==> src/rtl/led_alert_ctrl.sv <==
// LED alert controller: off / chase / bounce / alarm light patterns with an
// optional buzzer. Define LED_ALERT_BUZZER_EN to build the buzzer tone
// divider and endpoint clicks. Without it, buzzer_out is tied to 0.
module led_alert_ctrl #(
    parameter int unsigned LED_W       = 18,
    parameter int unsigned TICK_CYCLES = 5_000_000,
    parameter int unsigned BEEP_HALF   = 25_000
) (
    input  logic             clk,
    input  logic             rst,
    input  logic [1:0]       mode,
    output logic [LED_W-1:0] led_out,
    output logic             buzzer_out,
    output logic             tick_out
);

    typedef enum logic [1:0] {
        ModeOff    = 2'b00,
        ModeChase  = 2'b01,
        ModeBounce = 2'b10,
        ModeAlarm  = 2'b11
    } mode_e;

    localparam int unsigned      CNT_W   = (TICK_CYCLES > 1) ? $clog2(TICK_CYCLES) : 1;
    localparam logic [CNT_W-1:0] CNT_MAX = CNT_W'(TICK_CYCLES - 1);
    localparam logic [LED_W-1:0] LED_ONE = LED_W'(1);
    localparam logic [LED_W-1:0] LED_ALL = {LED_W{1'b1}};

    mode_e            mode_in;
    mode_e            mode_q;
    logic             mode_chg;
    logic             step;
    logic [CNT_W-1:0] cnt_q, cnt_d;
    logic [LED_W-1:0] led_q, led_d;
    logic [LED_W-1:0] up_next, dn_next;
    logic             dir_q, dir_d;   // 1 = moving toward the MSB

    assign mode_in  = mode_e'(mode);
    assign mode_chg = (mode_in != mode_q);
    // A due tick is dropped when the mode changes on the same edge.
    assign step     = (cnt_q == CNT_MAX) && !mode_chg;
    assign tick_out = step && (mode_q != ModeOff);
    assign up_next  = led_q << 1;
    assign dn_next  = led_q >> 1;
    assign led_out  = led_q;

    // Step-period counter, restarted by a mode change.
    always_comb begin
        cnt_d = cnt_q + CNT_W'(1);
        if (mode_chg || (cnt_q == CNT_MAX)) begin
            cnt_d = '0;
        end
    end

    // Pattern next state: initial load on mode change, advance on a step.
    always_comb begin
        led_d = led_q;
        dir_d = dir_q;
        if (mode_chg) begin
            dir_d = 1'b1;
            unique case (mode_in)
                ModeOff:              led_d = '0;
                ModeChase, ModeBounce: led_d = LED_ONE;
                ModeAlarm:            led_d = LED_ALL;
                default:              led_d = '0;
            endcase
        end else if (step) begin
            unique case (mode_q)
                ModeOff:   led_d = '0;
                ModeChase: led_d = up_next | (led_q >> (LED_W - 1));
                ModeBounce: begin
                    if (LED_W > 1) begin
                        if (dir_q) begin
                            led_d = up_next;
                            if (up_next[LED_W-1]) dir_d = 1'b0;
                        end else begin
                            led_d = dn_next;
                            if (dn_next[0]) dir_d = 1'b1;
                        end
                    end
                end
                ModeAlarm: led_d = ~led_q;
                default:   led_d = led_q;
            endcase
        end
    end

    // Mode, counter and pattern registers.
    always_ff @(posedge clk or negedge rst) begin
        if (!rst) begin
            mode_q <= ModeOff;
            cnt_q  <= '0;
            led_q  <= '0;
            dir_q  <= 1'b1;
        end else begin
            mode_q <= mode_in;
            cnt_q  <= cnt_d;
            led_q  <= led_d;
            dir_q  <= dir_d;
        end
    end

`ifdef LED_ALERT_BUZZER_EN
    localparam int unsigned       BEEP_W   = (BEEP_HALF > 1) ? $clog2(BEEP_HALF) : 1;
    localparam logic [BEEP_W-1:0] BEEP_MAX = BEEP_W'(BEEP_HALF - 1);

    logic              click;
    logic [BEEP_W-1:0] div_q, div_d;
    logic              buz_q, buz_d;

    // Endpoint click: chase wrap, or bounce arriving at either end.
    always_comb begin
        click = 1'b0;
        if (step) begin
            if (mode_q == ModeChase) begin
                click = led_q[LED_W-1];
            end else if ((mode_q == ModeBounce) && (LED_W > 1)) begin
                click = dir_q ? up_next[LED_W-1] : dn_next[0];
            end
        end
    end

    // Tone runs only while all-ones is held; every load or step restarts it silent.
    always_comb begin
        div_d = '0;
        buz_d = 1'b0;
        if (!mode_chg) begin
            if (mode_q == ModeAlarm) begin
                if (!step && (led_q == LED_ALL)) begin
                    if (div_q == BEEP_MAX) begin
                        buz_d = ~buz_q;
                    end else begin
                        div_d = div_q + BEEP_W'(1);
                        buz_d = buz_q;
                    end
                end
            end else if ((mode_q == ModeChase) || (mode_q == ModeBounce)) begin
                buz_d = click;
            end
        end
    end

    // Buzzer registers.
    always_ff @(posedge clk or negedge rst) begin
        if (!rst) begin
            div_q <= '0;
            buz_q <= 1'b0;
        end else begin
            div_q <= div_d;
            buz_q <= buz_d;
        end
    end

    assign buzzer_out = buz_q;
`else
    assign buzzer_out = 1'b0;
`endif

endmodule

==> config.mk <==
export PLATFORM = sky130hd
export DESIGN_NAME = led_alert_ctrl
export DESIGN_NICKNAME = d
export VERILOG_FILES = /design/src/rtl/led_alert_ctrl.sv
export SDC_FILE = /design/constraint.sdc
export NUM_CORES = 1
export LEC_CHECK = 0
export CELL_PAD_IN_SITES_DETAIL_PLACEMENT = 0
export CELL_PAD_IN_SITES_GLOBAL_PLACEMENT = 1
export CORE_ASPECT_RATIO = 0.7
export CORE_MARGIN = 4
export CORE_UTILIZATION = 25
export DETAILED_ROUTE_END_ITERATION = 12
export PLACE_DENSITY_LB_ADDON = 0.05
export SYNTH_ARGS = -nofsm -noshare
export SYNTH_HDL_FRONTEND = slang
export SYNTH_SLANG_ARGS = --single-unit
==> constraint.sdc <==
create_clock -name clk -period 2.63 [get_ports clk]
set_input_delay 0.526 -clock clk [delete_from_list [all_inputs] [get_ports clk]]
set_output_delay 0.526 -clock clk [all_outputs]
set_load 0.05 [all_outputs]
==> out/metrics.cfg, run 1 <==
[power_and_ir_drop]
power_density_mw_per_mm2 = 619
p_leak_nw = 1.32
ir_worst_vdd_mv = 0.301

[detailed_routing]
num_vias = 2436
drc_errors = 0
wire_per_inst_um = 17.5
ant_nets = 0
drt_iter0_markers = 194
drtPass1Iterations = 4
drt_wl_total_um = 8610
viasPerCell = 4.94

[die]
die_x_um = 135
core-area_mm2 = 0.0110
dieArea_mm2 = 0.0130
start_util_pct = 25.5
ioPinCount = 24
die_height_um = 96.6
rows = 32

[clocking]
cts_hold_buf = 0
post_cts.repair.setup_buffers = 0
ctsResizeCount = 0
clk_path_buf_depth = 2
cts_tree = done
htreeDepth = 2
numCtsBuffers = 5
clock_latency_ns = 0.29
clock_sinks = 44
root_buffer = clkbuf_16
path_clk_slew_ns = 0.07

[logic_synthesis]
synth_edf_count = 0
synth_compound_area_share_pct = 23.3
synth_cell_types = 46
synthesis.nets = 326
synth_fa_ha_area_share_pct = 0.446
syn_area_mm2 = 0.00280
synth_warnings = 0
yosysSeqAreaShare_pct = 39.3
synth_ff_type = dfrtp_1
yosysMostFrequentCell = dfrtp_1
synth_top_area_share_pct = 38.4
synth_common_cells = dfrtp_1 (43), nand2b_1 (32), nor2_1 (27)
yosys.area_share.simple_pct = 23.7
synthXorXnorAreaFrac_pct = 3.44
synth_top_family_by_area = simple AND/OR/NAND/NOR gates
synthMuxAreaShare_pct = 5.36
ys_async_sr_fraction_pct = 100
synth_area_leaders = dfrtp_1 (38%), nand2b_1 (7.1%), mux2i_1 (5.4%)
avgSynthCellArea_um2 = 8.73
synth_seq_cells = 44
synth_top_cell_by_area = dfrtp_1
synthCells = 321

[setup_path]
startpoint_type = register
critical_path_class = reg -> out
crit_path_end_kind = output port
arrival_ns = 1.94
reg2reg_from = cnt_q[0]$_DFF_PN0_
reg2reg_slack_ns = 0.35
cp_max_fo = 11
required_ns = 2.10
r2r_end = cnt_q[22]$_DFF_PN0_
worstRegToRegCells = 5

[timing]
slew_headroom_pct = 57.9
finalHoldViolations = 0
tns_ns = 0
setup_viol = 0
drv_slew = 0
min_period_ns = 2.47
fin_crit_sh_pct = 93.7
fin_skew_ns = 0.00397
hold_slack_ns = 0.254
worst_slack_ns = 0.165
fmax_ghz = 0.406
worstMarginPinSlew_ns = 0.631
rsz0062_at_grt = false

[global_route]
grt_overflow = 0
grt_pass1_vias = 2349
antenna_found_initial = 0
grt_max_degree = 29
grt_pass1_wl_um = 13900
track_usage_pct = 13.8

[place]
place_congestion = 0.704
port_buffers = 22
dp_cells = 485
hpwl_um = 5600
place_ws_ns = 0.182

[outcome]
outcome = finished clean

[cells_and_area]
drive_above_1_share_pct = 8.53
area.growth.synth_to_final_pct = 22.0
diodes = 0
fillCellCount = 1211
nets = 344
final_cells = 493

[worst_hold_path]
hp-class = in -> async

[job]
cap_violations = 0

-- layout by cell type (no fill, tap or decap), types with 2 or more instances in the layout --
cell	count
clkbuf_16	5
clkbuf_8	2
inv_1	4
dfrtp_1	43
xnor2_1	9
nand2b_1	32
buf_4	13
a21boi_0	15
xor2_1	2
a211oi_1	16
nand2_1	14
a21o_1	2
o21ai_0	26
o31ai_1	4
a21oi_1	14
clkdlybuf4s50_1	20
and4_1	2
nand4_1	4
nor2_1	27
nand3_1	10
nor3_1	3
or4_1	5
and3_1	2
a31oi_1	16
or3_1	8
mux2i_1	15
nor2b_1	3
buf_12	2
nor4_1	2
-- routing by layer --
metal  global-route usage, %  vias up  share of wire [%]
li1                        -     1207                  -
met1                    22.2     1201                 58
met2                    18.8       26                 39
met3                    2.80        2                2.5
met4                    2.29        0               0.43
met5                       0        -                  0
-- sequential cells by signal, summed over array words and instances, names as in the netlist --
name / flops
led_out: 18
dir_q: 1
cnt_q: 23
mode_q: 2
-- how the worst max path moves through the flow --
| stage | startpoint | to | slack (ns) | cells after the start |
|---|---|---|---|---|
| after detailed placement | mode[1] | tick_out | 0.18 | 5 |
| after floorplan | cnt_q[0]$_DFF_PN0_ | tick_out | 0.46 | 4 |
| after global routing | mode_q[1]$_DFF_PN0_ | tick_out | 0.06 | 4 |
| after global placement | mode[1] | tick_out | 0.20 | 5 |
| final | mode_q[1]$_DFF_PN0_ | tick_out | 0.16 | 4 |
| after CTS | mode_q[1]$_DFF_PN0_ | tick_out | 0.15 | 4 |
-- power breakdown --
group          internal, mW  switching (mW)  total, mW
logic                 0.189           0.325      0.514
clock network         0.501           0.283      0.784
registers             0.726          0.0917      0.817
-- layout make-up --
class / count / area, um2 / share of cell area, %
multi-input cells: 248 / 1580 / 46.3
flip-flops and latches: 44 / 1100 / 32.2
repair buffers: 36 / 343 / 10.0
well taps: 153 / 191 / 5.60
clock buffers: 7 / 153 / 4.47
clock inverters: 1 / 30.0 / 0.878
inverters: 4 / 15.0 / 0.439
-- cells by family after synthesis --
family | after synthesis
flip-flops | 44
adder cells (fa/ha/maj) | 1
buffers and inverters | 29
AND/OR/NAND/NOR | 119
multiplexers | 15
XOR/XNOR | 11
other | 1
AO/OA/AOI/OAI | 101
-- critical path, cell delays in order (launching register included) --
cell	delay, ns
dfrtp_1	0.57
nor2b_1	0.43
a32o_1	0.22
and3_1	0.27
buf_12	0.16
-- per-stage QoR --
step	utilization [%]	total power, mW	instance area [um2]
CTS	31.2	2.14	3420
global route	31.2	2.22	3420
floorplan	-	1.14	2800
detailed placement	29.5	1.35	3240
global placement	29.5	1.35	3240
finish	31.2	2.12	3420
Note: power is estimated with default switching activity, not from simulation.
==> run 2: changes to the inputs <==
--- a/config.mk
+++ b/config.mk
@@ -5,8 +5,6 @@
 export SDC_FILE = /design/constraint.sdc
 export NUM_CORES = 1
 export LEC_CHECK = 0
-export CELL_PAD_IN_SITES_DETAIL_PLACEMENT = 0
-export CELL_PAD_IN_SITES_GLOBAL_PLACEMENT = 1
 export CORE_ASPECT_RATIO = 0.7
 export CORE_MARGIN = 4
 export CORE_UTILIZATION = 25
==> out/metrics.cfg, run 2 (synthesis results as in run 1) <==
[global_route]
grt_pass1_wl_um = 13600  ; -2.1%
antenna_found_initial = 0  ; unchanged
grt_overflow = 0  ; unchanged
track_usage_pct = 13.3  ; -0.54 points
grt_max_degree = 37  ; +28%
grt_pass1_vias = 2359  ; +0.43%

[timing]
finalHoldViolations = 0  ; unchanged
tns_ns = 0  ; unchanged
rsz0062_at_grt = false
min_period_ns = 2.47  ; +0.00872 ns
worstMarginPinSlew_ns = 0.570  ; -0.0603 ns
fmax_ghz = 0.404  ; -0.35%
slew_headroom_pct = 62.0  ; +4.0 points
fin_crit_sh_pct = 94.1  ; +0.33 points
setup_viol = 0  ; unchanged
drv_slew = 0  ; unchanged
fin_skew_ns = 0.00757  ; +0.00360 ns

[cells_and_area]
area.growth.synth_to_final_pct = 21.3
fillCellCount = 1172  ; -3.2%
layout_common_cells = dfrtp_1 (43), nand2b_1 (32), nor2_1 (27)
final_cells = 493  ; unchanged
largest_reg_flops = 23  ; unchanged
multi_input_comb_area_mm2 = 0.00159  ; about the same
final_common_cell = dfrtp_1
seq_area_mm2 = 0.00110  ; unchanged
diodes = 0  ; unchanged
nets = 344  ; unchanged
top_register = cnt_q
drive_above_1_share_pct = 8.53  ; unchanged

[die]
die_height_um = 96.6  ; unchanged
core-area_mm2 = 0.0110  ; unchanged
start_util_pct = 25.5  ; unchanged
die_x_um = 135  ; unchanged
rows = 32  ; unchanged
ioPinCount = 24  ; unchanged
dieArea_mm2 = 0.0130  ; unchanged

[power_and_ir_drop]
p_leak_nw = 1.30  ; -1.1%
power_density_mw_per_mm2 = 586  ; -5.2%
ir_worst_vdd_mv = 0.220  ; -27%

[detailed_routing]
drc_errors = 0  ; unchanged
drtPass1Iterations = 5  ; +1
wire_per_inst_um = 16.8  ; -3.9%
viasPerCell = 4.99  ; +0.90%
ant_nets = 0  ; unchanged
drt_wl_total_um = 8280  ; -3.9%
drt_iter0_markers = 106  ; -45%
num_vias = 2458  ; +0.90%

[outcome]
outcome = finished clean

[place]
dp_cells = 485  ; unchanged
port_buffers = 22  ; unchanged
hpwl_um = 5410  ; -3.4%
place_congestion = 0.733  ; +4.0%

[clocking]
cts_tree = done
root_buffer = clkbuf_16
numCtsBuffers = 5  ; unchanged
clk_path_buf_depth = 2  ; unchanged
cts_hold_buf = 0  ; unchanged
clock_sinks = 44  ; unchanged
path_clk_slew_ns = 0.07  ; about the same
clock_latency_ns = 0.29  ; about the same
htreeDepth = 2  ; unchanged

[setup_path]
critical_path_class = reg -> out
cp_max_fo = 5  ; -6
reg2reg_from = cnt_q[0]$_DFF_PN0_
r2r_end = cnt_q[22]$_DFF_PN0_
crit_path_end_kind = output port
worstRegToRegCells = 5  ; unchanged
critPathTopFamily = simple AND/OR/NAND/NOR gates
startpoint_type = register
crit_chain = ha_1 > nand2_1 > nor4_2 > and3_2 > buf_12
required_ns = 2.10  ; about the same
worst_path_max_delay_cell = dfrtp_1
crit_start = cnt_q[0]$_DFF_PN0_
arrival_ns = 1.95  ; about the same
critPathBufInv = 1  ; unchanged
crit_path_max_incr_delay_ns = 0.41  ; -0.16 ns
reg2reg_slack_ns = 0.31  ; -0.04 ns

[job]
cap_violations = 0  ; unchanged

[worst_hold_path]
hp-class = in -> async

-- run 2: power by group --
group          switching (mW)  total [mW]  internal [mW]
Sequential             0.0881       0.814          0.726
Clock                   0.278       0.658          0.379
Combinational           0.328       0.522          0.194
Total                   0.695        1.99           1.30
-- run 2: layer usage --
metal	vias up	GRT usage (%)	wire [um]
met1	1208	20.5	4720
met5	-	0	0
met2	32	18.7	3240
met3	8	2.74	254
li1	1210	-	-
met4	0	2.88	61
-- run 2: area by class of cell --
class                   instances  area share, %
flip-flops and latches         44           32.4
clock buffers                   7           4.20
repair buffers                 36           10.5
clock inverters                 1          0.221
well taps                     153           5.63
inverters                       4          0.442
multi-input cells             248           46.6
-- run 2: worst max path at each step --
| stage | depth (start not counted) | to | slack [ns] |
|---|---|---|---|
| 2_1_floorplan | 4 | tick_out | 0.46 |
| 3_3_place_gp | 5 | tick_out | 0.19 |
| 3_5_place_dp | 5 | tick_out | 0.17 |
| 4_1_cts | 5 | tick_out | 0.08 |
| 5_1_grt | 5 | tick_out | 0.03 |
| 6_report | 5 | tick_out | 0.16 |
-- run 2: worst reg2reg max path, stage by stage (launching register included) --
cell and delay, ns:
dfrtp_1 0.41, ha_1 0.25, nand2_1 0.16, or4_1 0.74, or4_1 0.53, a21oi_1 0.14
-- run 2: through the flow --
stage	hold slack, ns	util, %	power [mW]	setup WS [ns]	area [um2]
floorplan	0.230	-	1.14	0.462	2800
global placement	0.494	29.6	1.35	0.193	3250
detailed placement	0.497	29.6	1.35	0.172	3250
CTS	0.231	31.0	2.02	0.0839	3400
global route	0.259	31.0	2.09	0.0272	3400
finish	0.216	31.0	1.99	0.156	3400
-- run 2: repair_timing --
action | 4_1_cts | 5_1_grt
setup buffers | 0 | 0
gates resized for setup | 0 | 1
endpoints found under the hold margin | 0 | 0
setup endpoints to repair | 0 | 1
==> run 3: changes to the inputs <==
--- a/config.mk
+++ b/config.mk
@@ -10,6 +10,7 @@
 export CORE_UTILIZATION = 25
 export DETAILED_ROUTE_END_ITERATION = 12
 export PLACE_DENSITY_LB_ADDON = 0.05
+export SKIP_LAST_GASP = 1
 export SYNTH_ARGS = -nofsm -noshare
 export SYNTH_HDL_FRONTEND = slang
 export SYNTH_SLANG_ARGS = --single-unit
==> results of run 3 <==
Final layout, timing and power as in run 2 (identical DEF).
